File: config.mk
export PLATFORM = sky130hd
export DESIGN_NAME = fetch_pipe_ctrl
export DESIGN_NICKNAME = d
export VERILOG_FILES = /design/src/rtl/fetch_pipe_ctrl.sv
export SDC_FILE = /design/constraint.sdc
export NUM_CORES = 1
export LEC_CHECK = 0
export ABC_AREA = 0
export CAP_MARGIN = 15
export CORE_ASPECT_RATIO = 0.5
export CORE_MARGIN = 3
export CORE_UTILIZATION = 47
export CTS_CLUSTER_DIAMETER = 30
export DETAILED_ROUTE_END_ITERATION = 12
export PLACE_DENSITY_LB_ADDON = 0.05
export SETUP_SLACK_MARGIN = 0.3
export SLEW_MARGIN = 5
export SYNTH_ARGS = -nofsm -noshare
export SYNTH_HDL_FRONTEND = slang
export SYNTH_SLANG_ARGS = --single-unit
File: constraint.sdc
create_clock -name clk_i -period 3.35 [get_ports clk_i]
set_input_delay 1.005 -clock clk_i [delete_from_list [all_inputs] [get_ports clk_i]]
set_output_delay 1.005 -clock clk_i [all_outputs]
set_load 0.1 [all_outputs]
File: src/rtl/fetch_pipe_ctrl.sv
// fetch_pipe_ctrl
//   Control for the IF stage and the IF/ID register. Each cycle it folds the
//   memory stall, the data-hazard stall and a taken branch into one set of
//   PC / freeze / flush controls. A taken branch that arrives while memory is
//   stalled is held and replayed once memory is ready. It also keeps two
//   saturating debug counters: stall cycles and redirects.
// Ports
//   clk_i            clock, all state changes on the rising edge
//   rst_i            synchronous reset, active low
//   mem_ready_i      MEM stage ready; 0 stalls the whole pipe
//   hazard_i         data hazard from the hazard unit (level)
//   branch_taken_i   EXE resolved a taken branch this cycle
//   branch_addr_i    branch target, valid with branch_taken_i
//   pc_ld_o          PC register load enable
//   pc_sel_o         0 = PC+4, 1 = pc_target_o
//   pc_target_o      redirect address, valid when pc_sel_o = 1
//   if_freeze_o      hold the IF/ID register
//   if_flush_o       clear the IF/ID register
//   id_flush_o       clear the ID/EXE register
//   pipe_freeze_o    hold the ID/EXE, EXE/MEM and MEM/WB registers
//   stall_cnt_o      saturating count of non-BOOT cycles with pc_ld_o = 0
//   flush_cnt_o      saturating count of redirects issued
module fetch_pipe_ctrl #(
  parameter int ADDR_W      = 32,
  parameter int BOOT_CYCLES = 2,
  parameter int CNT_W       = 16
) (
  input  logic              clk_i,
  input  logic              rst_i,
  input  logic              mem_ready_i,
  input  logic              hazard_i,
  input  logic              branch_taken_i,
  input  logic [ADDR_W-1:0] branch_addr_i,
  output logic              pc_ld_o,
  output logic              pc_sel_o,
  output logic [ADDR_W-1:0] pc_target_o,
  output logic              if_freeze_o,
  output logic              if_flush_o,
  output logic              id_flush_o,
  output logic              pipe_freeze_o,
  output logic [CNT_W-1:0]  stall_cnt_o,
  output logic [CNT_W-1:0]  flush_cnt_o
);

  typedef enum logic [1:0] {BOOT = 2'd0, RUN = 2'd1, MWAIT = 2'd2} state_e;

  localparam logic [3:0]       BOOT_LAST = 4'(BOOT_CYCLES - 1);
  localparam logic [CNT_W-1:0] CNT_ONE   = {{(CNT_W-1){1'b0}}, 1'b1};

  state_e              state_q, state_d;
  logic [3:0]          boot_q, boot_d;
  logic                pend_v_q, pend_v_d;
  logic [ADDR_W-1:0]   pend_addr_q, pend_addr_d;
  logic [CNT_W-1:0]    stall_q, stall_d;
  logic [CNT_W-1:0]    flush_q, flush_d;
  logic                redirect;

  // Outputs are Mealy so a stall or redirect acts in the cycle it is seen.
  // BOOT drives constants only, so X on the inputs cannot reach the outputs.
  always_comb begin
    pc_ld_o       = 1'b1;
    pc_sel_o      = 1'b0;
    pc_target_o   = '0;
    if_freeze_o   = 1'b0;
    if_flush_o    = 1'b0;
    id_flush_o    = 1'b0;
    pipe_freeze_o = 1'b0;
    redirect      = 1'b0;
    state_d       = state_q;
    boot_d        = boot_q;
    pend_v_d      = pend_v_q;
    pend_addr_d   = pend_addr_q;
    case (state_q)
      BOOT: begin
        pc_ld_o    = 1'b0;
        if_flush_o = 1'b1;
        id_flush_o = 1'b1;
        if (boot_q >= BOOT_LAST) state_d = RUN;
        else                     boot_d  = boot_q + 4'd1;
      end
      default: begin
        state_d = RUN;
        if (!mem_ready_i) begin
          pc_ld_o       = 1'b0;
          if_freeze_o   = 1'b1;
          pipe_freeze_o = 1'b1;
          state_d       = MWAIT;
          // Latest branch seen during the stall is the one replayed.
          if (branch_taken_i) begin
            pend_v_d    = 1'b1;
            pend_addr_d = branch_addr_i;
          end
        end else if (branch_taken_i || pend_v_q) begin
          redirect    = 1'b1;
          pc_sel_o    = 1'b1;
          pc_target_o = branch_taken_i ? branch_addr_i : pend_addr_q;
          if_flush_o  = 1'b1;
          id_flush_o  = 1'b1;
          pend_v_d    = 1'b0;
        end else if (hazard_i) begin
          pc_ld_o     = 1'b0;
          if_freeze_o = 1'b1;
          id_flush_o  = 1'b1;
        end
      end
    endcase
  end

  // BOOT cycles hold pc_ld low but are deliberately not counted as stalls.
  always_comb begin
    stall_d = stall_q;
    flush_d = flush_q;
    if (state_q != BOOT && !pc_ld_o && !(&stall_q)) stall_d = stall_q + CNT_ONE;
    if (redirect && !(&flush_q))                    flush_d = flush_q + CNT_ONE;
  end

  always_ff @(posedge clk_i) begin
    if (!rst_i) begin
      state_q     <= BOOT;
      boot_q      <= '0;
      pend_v_q    <= 1'b0;
      pend_addr_q <= '0;
      stall_q     <= '0;
      flush_q     <= '0;
    end else begin
      state_q     <= state_d;
      boot_q      <= boot_d;
      pend_v_q    <= pend_v_d;
      pend_addr_q <= pend_addr_d;
      stall_q     <= stall_d;
      flush_q     <= flush_d;
    end
  end

  assign stall_cnt_o = stall_q;
  assign flush_cnt_o = flush_q;

endmodule

---- Word-level counts from Yosys, hierarchy flattened ----
Cells that the tools add are included.
operators by class
  reductions and logical operators ........ 15
  bitwise operators ....................... 3
  equality and inequality tests ........... 2
  muxes and demuxes ....................... 27
  $add $sub $neg .......................... 3
  magnitude comparators ................... 1
operators with widths
  operator                                                                              count
  32-bit 2-to-1 mux                                                                     4
  16-bit by 1-bit adder with 16-bit output (second input constant)                      2
  16-bit AND reduction                                                                  2
  1-bit 2-to-1 mux                                                                      20
  2-bit 2-to-1 mux                                                                      3
  4-bit by 1-bit adder with 4-bit output (second input constant)                        1
  4-bit by 1-bit greater-or-equal comparator with 1-bit output (second input constant)  1
  2-bit AND reduction                                                                   2
  2-bit nonzero test                                                                    2
  1-bit logical AND                                                                     3
  1-bit zero test                                                                       3
  1-bit inverter                                                                        3
  3-bit AND reduction                                                                   1
  2-bit zero test                                                                       1
  2-bit by 1-bit inequality test with 1-bit output (second input constant)              1
  2-bit inequality test (second input constant)                                         1
  1-bit logical OR                                                                      1
storage, ports and cells
  input port bits ......................... 37
  word-level logic and storage cells ...... 57
  bits in registers ....................... 71
  output and inout port bits .............. 70

---- Depth between registers and ports, before layout ----
Gate-level depths: netlist of the first run.
  depth in word-level cells ............... 7
  depth in mapped cells ................... 7
  depth with buffers taken out ............ 7

---- Least setup slack after synthesis of the first run ----
OpenSTA, ideal clock, no wires.
  path type ............................... input -> output
  from .................................... input port branch_taken_i
  to ...................................... output port pc_target_o[10]
  data arrival time ....................... 3.004 ns
  stages .................................. 4
  setup slack ............................. -0.659 ns
  cell sequence ........................... buf_4 > clkbuf_1 > mux2i_1 > nor2_1
between the ends
  longest elaborated chain between the ends .. 4
  elaborated cells between the ends (all ways) .. 5
ends and longest elaborated chain
  what                                                   RTL line  source
  from (decl)                                            32        input logic branch_taken_i,
  32-bit 2-to-1 mux or 1-bit logical OR (tied branches)  --
  32-bit 2-to-1 mux (*)                                  93        end else if (branch_taken_i || pend_v_q) begin
  32-bit 2-to-1 mux (*)                                  83        if (!mem_ready_i) begin
  32-bit 2-to-1 mux (*)                                  73        case (state_q)
  to (decl)                                              36        output logic [ADDR_W-1:0] pc_target_o,
Mark *: on every way between the ends. The rest lies on a longest branch, timed or not.

---- Final worst setup path of the first run ----
  from .................................... input port branch_addr_i[5]
  to ...................................... output port pc_target_o[5]
between the ends
  longest elaborated chain between the ends .. 4
ends and longest elaborated chain
  what               RTL line  source
  from (decl)        33        input logic [ADDR_W-1:0] branch_addr_i,
  32-bit 2-to-1 mux  --
  32-bit 2-to-1 mux  93
  32-bit 2-to-1 mux  83
  32-bit 2-to-1 mux  73
Every way passes these cells.

==> results of run 1 <==
-- registers in the layout (all words and copies together) (netlist names) --
register	flops
pend_addr_q	32
flush_cnt_o	16
stall_cnt_o	16
boot_q	4
state_q	2
pend_v_q	1
-- through the flow --
stage	instance area, um^2	hold slack (ns)	util, %
final	5800	0.457	83.6
after floorplan	3850	0.431	-
after detailed placement	5280	0.446	76.1
after global routing	5800	0.466	83.6
after global placement	5280	0.441	76.1
after CTS	5720	0.453	82.5
-- final timing paths --
kind / startpoint / endpoint / slack, ns / cells past startpoint
setup / recovery: branch_addr_i[5] / pc_target_o[5] / 0.36 / 4
hold / removal: pend_addr_q[11] / pend_addr_q[11] / 0.46 / 2
hold reg to reg: pend_addr_q[11] / pend_addr_q[11] / 0.46 / 2
setup reg to reg: pend_v_q / flush_cnt_o[11] / 1.07 / 8
-- metal layers --
| metal | track usage [%] | wire (um) | vias up |
|---|---|---|---|
| met5 | 0 | 0 | - |
| met4 | 6.35 | 123 | 0 |
| met3 | 6.00 | 632 | 12 |
| met2 | 41.4 | 4980 | 124 |
| met1 | 31.3 | 4820 | 1681 |
| li1 | - | - | 1721 |
-- cell type report --
cell class | instances | share of cell area (%)
multi-input combinational | 334 | 39.7
timing repair buffer | 128 | 28.6
sequential | 71 | 24.5
clock buffer | 16 | 4.68
tap | 92 | 1.98
inverter | 7 | 0.518
-- power groups by stage --
stage               logic [uW]  clock network (uW)  registers (uW)
finish                    1280                 862             969
global route              1340                 918             974
detailed placement        1170                   0             977
global placement          1150                   0             974
floorplan                  764                   0            1030
CTS                       1260                 884             961
-- cells in the final DEF (no fill, tap or decap), drive strengths merged, types with 7 or more instances in the layout --
master,n
buf,93
nand2,88
dfxtp,71
nor2,62
a21oi,39
mux2i,35
clkdlybuf4s50,33
clkbuf,17
nand4,13
xnor2,12
xor2,11
nand3,10
nor3,8
o21ai,7
-- cells by family after synthesis --
| kind of cell | synth area share, % |
|---|---|
| AND/OR/NAND/NOR | 28.1 |
| flip-flops | 40.8 |
| AO/OA/AOI/OAI | 9.81 |
| multiplexers | 10.1 |
| buffers and inverters | 3.70 |
| XOR/XNOR | 5.78 |
| adder cells (fa/ha/maj) | 1.80 |
-- worst max-delay path, delay by kind of cell --
kind | cells | cell delay [ns]
mux | 1 | 0.31
buf+inv | 2 | 0.60
simple gates | 1 | 0.06
-- repair_timing --
item | CTS | global route
hold buffers | 0 | 0
endpoints found under the setup margin | 38 | 32
resized for setup | 12 | 24
pin swaps | 1 | 2
buffers inserted | 4 | 1
cloned | 4 | 0
==> impl_metrics.env, run 1 <==
export IMPL_initial_utilization_pct=50.2
export IMPL_drc_errors=0
export IMPL_timing_hold_violations_final=0
export IMPL_antenna_cells=0
export IMPL_power_density_nw_per_um2=537
export IMPL_setup_viol=0
export IMPL_rsz0062_at_grt="no"
export IMPL_drive_gt1_share_pct=30.2
export IMPL_ios=107
export IMPL_crit_type="in -> out"
export IMPL_synth_top_cell_by_area="dfxtp_1"
export IMPL_syn_inst=438
export IMPL_power_switching_uw=1180
export IMPL_ys_seq_area_share_pct=40.8
export IMPL_start_kind="primary input"
export IMPL_grt_pass1_wl_um=16400
export IMPL_min_path_type="reg -> reg"
export IMPL_fin_setup_tns_ns=0
export IMPL_max_slew_margin_pct=41.5
export IMPL_placed_cells=623
export IMPL_overflow=0
export IMPL_area_delta_synth_final_pct=66.5
export IMPL_swShare_pct=38.0
export IMPL_async_flop_share_pct=0
export IMPL_cts_max_level=3
export IMPL_clkSlewWorstSetupHoldPaths_ns=0.05
export IMPL_synth_area_top_cells="dfxtp_1, mux2i_1, nand2_1"
export IMPL_routedWlPerCell_um=16.3
export IMPL_worstPathArrival_ns=1.98
export IMPL_synth_seq_cells=71
export IMPL_synthFlopType="dfxtp_1"
export IMPL_grt_max_degree=39
export IMPL_crit_fanout=2
export IMPL_dpl_hpwl_um=6560
export IMPL_fin_crit_sh_pct=89.2
export IMPL_seq_power_share_pct=31.1
export IMPL_min_period_ns=2.99
export IMPL_cpPeakStageDelay_ns=0.43
export IMPL_root_buffer="clkbuf_16"
export IMPL_place_ws_ns=0.00551
export IMPL_yosysWarnings=0
export IMPL_antenna_found_initial=0
export IMPL_slowest_stage="clkdlybuf4s50_1"
export IMPL_fp_dieW_um=128
export IMPL_setup_ws_ns=0.361
export IMPL_worstPathCellList="clkdlybuf4s50_1 > mux2i_1 > nor2_4 > buf_12"
export IMPL_synth_cell_types=46
export IMPL_routed_via_density=5.46
export IMPL_cp_end_kind="output pin"
export IMPL_dr_pass1_iters=4
export IMPL_combPwrFrac_pct=41.2
export IMPL_cts_made_buffers=9
export IMPL_synth_area_um2=3480
export IMPL_cts_sinks=71
export IMPL_wl_um=10600
export IMPL_ir_drop_uv=378
export IMPL_die_h_um=66.9
export IMPL_clk_latency_ns=0.33
export IMPL_internal_power_uw=1930
export IMPL_synth_top_area_share_pct=40.8
export IMPL_coreArea_um2=6940
export IMPL_track_usage_pct=24.4
export IMPL_p_total_uw=3120
export IMPL_nNetsFinal=593
export IMPL_dr_total_vias=3538
export IMPL_max_cap_violations=0
export IMPL_synthTopCellsByCount="nand2_1, dfxtp_1, nor2_1, a21oi_1, mux2i_1"
export IMPL_grt_pass1_vias=3285
export IMPL_max_freq_mhz=335
export IMPL_antenna_left=0
export IMPL_seqCellArea_um2=1420
export IMPL_finalMaxSlewViolations=0
export IMPL_cts_tree="yes"
export IMPL_drt_initial_drc_count=206
export IMPL_skew_ns=0.00448
export IMPL_gp_congestion=0.825
export IMPL_syn_nets=480
export IMPL_io_buffers=106
export IMPL_cts_path_max_buffers=2
export IMPL_multiInputGateArea_um2=2300
export IMPL_tightest_slew_ns=0.871
export IMPL_die_area_um2=8540
export IMPL_pwr_share_clk_pct=27.7
export IMPL_synth_edf_count=0
export IMPL_num_rows=21
export IMPL_nFillCells=403
export IMPL_final_cell_count_no_fill=648
export IMPL_yosysMostFrequentCell="nand2_1"
export IMPL_leakage_uw=0.00210
export IMPL_critical_path_required_ns=2.34
export IMPL_syn_area_per_cell_um2=7.95
export IMPL_status="complete, no violations"
(Power assumes the default switching activity.)
==> run 2: changes to the inputs <==
Settings changed: SKIP_CTS_REPAIR_TIMING from default to 1.
==> run 2 against run 1 <==
Compared with the run above:
- wire length fell by 6.8%
- register-to-register slack improved by 0.16 ns
- largest cell class unchanged
- largest power group unchanged
- clock power barely moved
- cell area fell by 1.8%
==> impl_metrics.env, run 2 (synthesis results as in run 1) <==
export IMPL_overflow=0
export IMPL_crit_type="in -> out"
export IMPL_io_buffers=106
export IMPL_skew_ns=0.00415
export IMPL_drt_initial_drc_count=190
export IMPL_timing_hold_violations_final=0
export IMPL_leakage_uw=0.00213
export IMPL_ios=107
export IMPL_cts_made_buffers=9
export IMPL_ir_drop_uv=402
export IMPL_min_path_type="reg -> reg"
export IMPL_dr_pass1_iters=4
export IMPL_grt_max_degree=39
export IMPL_cts_sinks=71
export IMPL_drive_gt1_share_pct=26.7
export IMPL_num_rows=21
export IMPL_clkSlewWorstSetupHoldPaths_ns=0.05
export IMPL_max_cap_violations=0
export IMPL_worstPathArrival_ns=2.00
export IMPL_routed_via_density=5.32
export IMPL_tightest_slew_ns=0.879
export IMPL_fin_crit_sh_pct=89.8
export IMPL_max_freq_mhz=332
export IMPL_crit_fanout=8
export IMPL_gp_congestion=0.825
export IMPL_cts_path_max_buffers=2
export IMPL_die_area_um2=8540
export IMPL_antenna_cells=0
export IMPL_antenna_found_initial=0
export IMPL_fp_dieW_um=128
export IMPL_area_delta_synth_final_pct=63.5
export IMPL_setup_viol=0
export IMPL_dpl_hpwl_um=6560
export IMPL_cp_end_kind="output pin"
export IMPL_nNetsFinal=591
export IMPL_wl_um=9840
export IMPL_rsz0062_at_grt="no"
export IMPL_regMostFlops="pend_addr_q"
export IMPL_critical_path_required_ns=2.34
export IMPL_final_common_cell="nand2_1"
export IMPL_start_kind="primary input"
export IMPL_min_period_ns=3.01
export IMPL_die_h_um=66.9
export IMPL_track_usage_pct=22.3
export IMPL_hold_worst_slack_ns=0.452
export IMPL_final_cell_mix="nand2_1, dfxtp_1, buf_4"
export IMPL_finalMaxSlewViolations=0
export IMPL_drc_errors=0
export IMPL_cts_max_level=3
export IMPL_routedWlPerCell_um=15.2
export IMPL_p_total_uw=3060
export IMPL_cts_tree="yes"
export IMPL_max_slew_margin_pct=40.9
export IMPL_grt_pass1_wl_um=15200
export IMPL_root_buffer="clkbuf_16"
export IMPL_largest_reg_flops=32
export IMPL_power_density_nw_per_um2=537
export IMPL_antenna_left=0
export IMPL_status="complete, no violations"
export IMPL_clk_latency_ns=0.33
export IMPL_dr_total_vias=3438
export IMPL_initial_utilization_pct=50.2
export IMPL_coreArea_um2=6940
export IMPL_grt_pass1_vias=3080
run 2: final cells by class:
cell class	instances	area, um^2
clock buffer	16	272
fill	427	1240
inverter	7	30.0
multi-input combinational	334	2220
sequential	71	1420
tap	92	115
timing repair buffer	126	1630
run 2: path summary, 6_finish.rpt:
check	start	end	slack, ns	depth (start not counted)
max	branch_taken_i	if_freeze_o	0.34	4
min	pend_addr_q[31]	pend_addr_q[31]	0.45	2
max reg2reg	pend_v_q	flush_cnt_o[11]	1.23	7
min reg2reg	pend_addr_q[31]	pend_addr_q[31]	0.45	2
run 2: worst max-delay path: stages:
cell and delay (ns):
buf_4 0.16, or3b_4 0.41, a21oi_4 0.21, buf_12 0.20
run 2: metrics by stage:
step           util, %  setup TNS [ns]  std cells  instance area [um^2]  setup WS [ns]
3_3_place_gp      76.1               0        623                  5280        0.00621
5_1_grt           82.1               0        646                  5690          0.302
4_1_cts           80.0        -0.00828        639                  5550       -0.00828
2_1_floorplan        -               0        438                  3850         0.0845
6_report          82.1               0        646                  5690          0.341
3_5_place_dp      76.1               0        623                  5280        0.00551
run 2: layer usage:
layer  GRT usage (%)  routed length (um)
met2            37.1                4700
met1            28.8                4410
met5               0                   0
met3            6.33                 636
met4            5.95                  82
run 2: where the power goes:
group,switching (uW),internal (uW)
combinational,787,448
sequential,52.1,910
clock,321,543
